File: src/rtl/expmod_sched_pkg.sv
// Shared types and constants for the expmod scheduler.
package expmod_sched_pkg;

  typedef enum logic [1:0] {
    S_IDLE    = 2'd0,
    S_ISSUE   = 2'd1,
    S_WAIT    = 2'd2,
    S_RESPOND = 2'd3
  } sched_state_t;

  // Moduli below this value give no meaningful result and are rejected.
  localparam int MIN_MODULUS = 2;

endpackage

File: src/rtl/expmod_scheduler_rr_arbiter.sv
// Combinational round-robin arbiter: grants the first asserted request at
// or after ptr, wrapping from NUM_REQ-1 back to 0.
module rr_arbiter #(
  parameter int NUM_REQ = 2
) (
  input  logic [NUM_REQ-1:0]         req,
  input  logic [$clog2(NUM_REQ)-1:0] ptr,
  input  logic                       en,
  output logic [NUM_REQ-1:0]         gnt,
  output logic [$clog2(NUM_REQ)-1:0] idx
);
  localparam int IDXW = $clog2(NUM_REQ);

  // Scan from the farthest offset down so the nearest one to ptr wins last.
  always_comb begin
    int k;
    k   = 0;
    gnt = '0;
    idx = '0;
    if (en) begin
      for (int i = NUM_REQ - 1; i >= 0; i--) begin
        k = int'(ptr) + i;
        if (k >= NUM_REQ) k = k - NUM_REQ;
        if (req[k]) begin
          gnt    = '0;
          gnt[k] = 1'b1;
          idx    = IDXW'(k);
        end
      end
    end
  end

endmodule

File: src/rtl/expmod_scheduler.sv
// Shares one exponent_modulus engine between NUM_REQ requesters.
// Round-robin grant, operands registered at grant, result routed back to the
// owner. Degenerate moduli are answered with an error without using the engine.
// Optional engine watchdog: define EXPMOD_SCHED_TIMEOUT_EN.
module expmod_scheduler
  import expmod_sched_pkg::*;
#(
  parameter int NUM_REQ        = 2,
  parameter int KEY_WIDTH      = 32,
  parameter int MSG_WIDTH      = 16,
  parameter int TIMEOUT_CYCLES = 65536
) (
  input  logic                               clk_in,
  input  logic                               rst_in,
  input  logic [NUM_REQ-1:0]                 req_valid_in,
  input  logic [NUM_REQ-1:0][MSG_WIDTH-1:0]  req_value_in,
  input  logic [NUM_REQ-1:0][KEY_WIDTH-1:0]  req_exponent_in,
  input  logic [NUM_REQ-1:0][KEY_WIDTH-1:0]  req_modulus_in,
  output logic [NUM_REQ-1:0]                 req_ready_out,
  output logic [NUM_REQ-1:0]                 resp_valid_out,
  output logic [KEY_WIDTH-1:0]               resp_value_out,
  output logic                               resp_error_out,
  output logic                               eng_ready_out,
  output logic [MSG_WIDTH-1:0]               eng_value_out,
  output logic [KEY_WIDTH-1:0]               eng_exponent_out,
  output logic [KEY_WIDTH-1:0]               eng_modulus_out,
  input  logic                               eng_busy_in,
  input  logic                               eng_valid_in,
  input  logic [KEY_WIDTH-1:0]               eng_value_in
);
  localparam int IDXW = $clog2(NUM_REQ);

  sched_state_t         state;
  logic [IDXW-1:0]      rr_ptr;
  logic [IDXW-1:0]      owner;
  logic [IDXW-1:0]      win_idx;
  logic [NUM_REQ-1:0]   gnt;
  logic [KEY_WIDTH-1:0] result_q;
  logic                 err_q;
  logic                 arb_en;
  logic                 bad_mod;
  logic                 timeout;

  // Grants only in IDLE; held off during reset so outputs read 0 at once.
  assign arb_en = (state == S_IDLE) && !rst_in;

  rr_arbiter #(.NUM_REQ(NUM_REQ)) u_arb (
    .req (req_valid_in),
    .ptr (rr_ptr),
    .en  (arb_en),
    .gnt (gnt),
    .idx (win_idx)
  );

  assign req_ready_out  = gnt;
  assign bad_mod        = req_modulus_in[win_idx] < KEY_WIDTH'(MIN_MODULUS);
  assign eng_ready_out  = (state == S_ISSUE) && !eng_busy_in;
  assign resp_value_out = result_q;
  assign resp_error_out = (state == S_RESPOND) && err_q;

  // One-hot result pulse to the requester that owns the transaction.
  always_comb begin
    resp_valid_out = '0;
    if (state == S_RESPOND) resp_valid_out[owner] = 1'b1;
  end

`ifdef EXPMOD_SCHED_TIMEOUT_EN
  localparam int CW = $clog2(TIMEOUT_CYCLES);
  logic [CW-1:0] wait_cnt;

  // Watchdog counts WAIT cycles; zeroed on the ISSUE->WAIT transition.
  always_ff @(posedge clk_in or posedge rst_in) begin
    if (rst_in)                                 wait_cnt <= '0;
    else if (state == S_ISSUE && !eng_busy_in)  wait_cnt <= '0;
    else if (state == S_WAIT)                   wait_cnt <= wait_cnt + 1'b1;
  end

  assign timeout = (state == S_WAIT) && (wait_cnt == CW'(TIMEOUT_CYCLES - 1));
`else
  assign timeout = 1'b0;
`endif

  // Transaction FSM, pointer and operand/result registers.
  always_ff @(posedge clk_in or posedge rst_in) begin
    if (rst_in) begin
      state            <= S_IDLE;
      rr_ptr           <= '0;
      owner            <= '0;
      eng_value_out    <= '0;
      eng_exponent_out <= '0;
      eng_modulus_out  <= '0;
      result_q         <= '0;
      err_q            <= 1'b0;
    end else begin
      case (state)
        S_IDLE: begin
          if (|gnt) begin
            owner            <= win_idx;
            rr_ptr           <= (win_idx == IDXW'(NUM_REQ - 1)) ? '0 : win_idx + 1'b1;
            eng_value_out    <= req_value_in[win_idx];
            eng_exponent_out <= req_exponent_in[win_idx];
            eng_modulus_out  <= req_modulus_in[win_idx];
            if (bad_mod) begin
              result_q <= '0;
              err_q    <= 1'b1;
              state    <= S_RESPOND;
            end else begin
              state    <= S_ISSUE;
            end
          end
        end
        S_ISSUE: begin
          if (!eng_busy_in) state <= S_WAIT;
        end
        S_WAIT: begin
          // A result arriving on the timeout cycle takes priority.
          if (eng_valid_in) begin
            result_q <= eng_value_in;
            err_q    <= 1'b0;
            state    <= S_RESPOND;
          end else if (timeout) begin
            result_q <= '0;
            err_q    <= 1'b1;
            state    <= S_RESPOND;
          end
        end
        S_RESPOND: state <= S_IDLE;
        default:   state <= S_IDLE;
      endcase
    end
  end

endmodule

File: config.mk
export PLATFORM = sky130hd
export DESIGN_NAME = expmod_scheduler
export DESIGN_NICKNAME = d
export VERILOG_FILES = /design/src/rtl/expmod_sched_pkg.sv /design/src/rtl/expmod_scheduler_rr_arbiter.sv /design/src/rtl/expmod_scheduler.sv
export SDC_FILE = /design/constraint.sdc
export NUM_CORES = 1
export LEC_CHECK = 0
export BUFFER_PORTS_ARGS = -buffer_cell sky130_fd_sc_hd__buf_4
export CAP_MARGIN = 5
export CORE_MARGIN = 2
export CORE_UTILIZATION = 40
export DETAILED_ROUTE_END_ITERATION = 7
export HOLD_SLACK_MARGIN = 0.02
export PLACE_DENSITY = 0.72
export SLEW_MARGIN = 20
export SYNTH_ARGS = -nofsm -noshare
export SYNTH_HDL_FRONTEND = slang
export SYNTH_SLANG_ARGS = --single-unit
File: constraint.sdc
create_clock -name clk_in -period 4.1 [get_ports clk_in]
set_clock_uncertainty 0.05 [all_clocks]
set_input_delay 0.615 -clock clk_in [delete_from_list [all_inputs] [get_ports clk_in]]
set_output_delay 0.615 -clock clk_in [all_outputs]
set_load 0.05 [all_outputs]
==> out/qor.yml <==
async_flop_share: 1.00
syn_area_um2: 6040
cpLargestDelayFamily: "simple AND/OR/NAND/NOR gates"
drc_errors: 18
setup_viol: 0
clockBufferDepth: 2
pwr-share-comb: 0.570
num_rows: 44
yosysWarnings: 0
status: "finished with violations"
grt.total_usage: 0.263
max_cap_viol_count: 0
grt_max_degree: 76
synthTopCellsByArea: "dfrtp_1 48%, a222oi_1 7.8%, mux2i_1 5.5%"
post-cts-setup-buffers: 0
hold_ws_ns: 0.365
syn_to_final_growth_pct: 49.4
tightest_slew_ns: 1.04
cts_made_buffers: 17
drtPass1Iterations: 8
cp_cell_sequence: "inv_1 -> ha_1 -> nand3b_1 -> nor2_4 -> buf_4"
synth.top_cell.area_share: 0.484
intPower_mw: 3.91
slew_headroom: 0.303
critPathMaxStageDelay_ns: 0.49
cts_resized: 0
synth_cell_types: 38
switching_share: 0.497
cp_max_fo: 13
ir_drop_mv: 0.464
syn_area_per_cell_um2: 9.73
finalHoldViolations: 0
synthFlopType: "dfrtp_1"
required_ns: 3.43
nNetsFinal: 1116
initial_core_util: 0.413
vias_per_cell: 5.61
clock_power_share: 0.165
cts_sinks: 117
cpMaxStageDelayCell: "nor2_4"
tns_ns: 0
wire_per_inst_um: 19.4
rsz0062_at_grt: "false"
clk-insertion-delay-late_ns: 0.41
cts_hold_buf: 0
period_needed_ns: 2.91
synth_edf_count: 0
pwr-share-seq: 0.264
period_share: 0.709
place_congestion: 0.889
core-area_um2: 14600
leakagePower_nw: 4.61
routed_wl_um: 21500
power_density_nw_per_um2: 862
violations: "design-rule violations"
ioPinCount: 316
synth.yosys.seq_area_share: 0.484
syn_inst: 621
fillers: 1276
die-area_um2: 16100
clockRootBuffer: "clkbuf_16"
yosysTopAreaCell: "dfrtp_1"
cp.arrival_ns: 2.24
ys_ff_latch: 117
grt_pass1_vias: 6213
grt_pass1_wl_um: 33300
vias: 6225
drtIter0Drc: 671
report.final.slew_viol_count: 0
drtAntennaViolNets: 0
hold_class: "in -> reg"
max_freq_ghz: 0.344
antenna_found_initial: 0
htree_num_levels: 4
crit_type: "reg -> out"
diodes: 0
syn_nets: 824
cts_tree: "yes"
dieWidth_um: 127
timing.critical_path.buf_inv: 2
overflow: 0
start_kind: "flop"
place_hpwl_um: 15600
port_buffers: 315
clk_transition_reported_paths_ns: 0.05
fp.dieH_um: 127
p_sw_mw: 3.87
worst_setup_path_end_kind: "primary output"
drive_above_1_share: 0.395
## layout make-up
cell class / instances / area [um2] / area share
Timing Repair Buffer: 328 / 2460 / 0.273
Multi-Input combinational cell: 397 / 2700 / 0.299
Clock buffer: 20 / 447 / 0.0495
Sequential cell: 117 / 2930 / 0.324
Clock inverter: 11 / 62.6 / 0.00693
Tap cell: 184 / 230 / 0.0255
Inverter: 52 / 198 / 0.0219
## worst reg2reg max path: stages, from the launching register on
cell	delay, ns
dfrtp_1	0.41
inv_1	0.13
ha_1	0.21
nor2b_1	0.27
o21ai_4	0.33
a21o_1	0.26
buf_4	0.25
or4b_1	0.50
nand3_1	0.10
## final timing paths
check                      slack, ns                                to                            start  cells after the start
setup / recovery                1.19                  req_ready_out[1]             state[1]$_DFFE_PP0P_                      5
hold / removal                  0.37  eng_exponent_out[20]$_DFFE_PP0P_              req_exponent_in[20]                      3
setup reg to reg                1.52                 err_q$_DFFE_PP0P_             state[1]$_DFFE_PP0P_                      8
hold reg to reg                 0.43   eng_modulus_out[24]$_DFFE_PP0P_  eng_modulus_out[24]$_DFFE_PP0P_                      2
max in group asynchronous       2.72      eng_value_out[2]$_DFFE_PP0P_                           rst_in                      3
min in group asynchronous       0.39   eng_modulus_out[17]$_DFFE_PP0P_                           rst_in                      2
## metal layers
metal  vias to the layer above  part of all wire  GRT usage
li1                       2882                 -          -
met1                      3046              0.41      0.327
met2                       262              0.49      0.435
met3                        35             0.072     0.0793
met4                         0             0.028     0.0963
met5                         -                 0          0
## through the flow
stage               power (mW)  instance area (um2)  worst slack, ns  instances  utilization
floorplan                 5.10                 6040            0.334        621            -
global placement          6.45                 8520             1.47       1078        0.582
detailed placement        6.52                 8520             1.47       1078        0.582
CTS                       7.83                 9030             1.18       1109        0.617
global route              8.19                 9030             1.08       1109        0.617
finish                    7.79                 9030             1.19       1109        0.617
## cell families (layout without fill, tap and decap cells)
kind of cell    Yosys count  in the layout  synth area share
fa+ha+maj                 5              5            0.0103
compound gates          191            191             0.236
mux                      33             33            0.0546
buf+inv                 107            411            0.0737
simple gates            168            168             0.141
flops                   117            117             0.484
## cells in the final DEF (no fill, tap or decap), types with 2 or more instances in the layout
cell and count:
nor4_2 2, nand4_1 4, ha_1 5, o21ai_0 36, inv_1 51, clkinv_2 8, dfrtp_1 117, o31ai_1 32
nor4_1 12, nor3_1 2, nand3_1 28, nand2b_1 34, a222oi_1 47, nand2_1 73, buf_4 328, nor2b_1 3
and2_1 3, mux2i_1 33, a21oi_1 32, clkinvlp_4 3, o211ai_1 3, clkbuf_16 17, clkbuf_1 2, a211o_1 32
## flip-flops by register name (all words and copies together), names as in the netlist
signal,flops
eng_exponent_out,32
eng_modulus_out,32
eng_value_out,16
err_q,1
owner,1
resp_value_out,32
rr_ptr,1
state,2
## synthesized netlist by cell type, types with 2 or more instances
| cell | n |
|---|---|
| nand2_1 | 73 |
| ha_1 | 5 |
| dfrtp_1 | 117 |
| nand4_1 | 4 |
| buf_2 | 8 |
| a222oi_1 | 47 |
| nor4_2 | 2 |
| clkbuf_1 | 40 |
| o31ai_1 | 32 |
| buf_6 | 4 |
| inv_1 | 52 |
| and2_1 | 3 |
| nor3_1 | 2 |
| buf_1 | 2 |
| o21ai_0 | 36 |
| nor4_1 | 12 |
| a211o_1 | 32 |
| a21oi_1 | 33 |
| nand3_1 | 28 |
| o211ai_1 | 3 |
| nor2b_1 | 4 |
| nand2b_1 | 34 |
| mux2i_1 | 33 |
## power by group through the flow
stage	combinational, mW	clock, mW	sequential [mW]
after floorplan	1.39	0	3.71
after global placement	4.40	0	2.05
after detailed placement	4.46	0	2.06
after CTS	4.46	1.31	2.05
after global routing	4.70	1.37	2.12
final	4.44	1.29	2.06
Power figures use the tool's default switching activity.
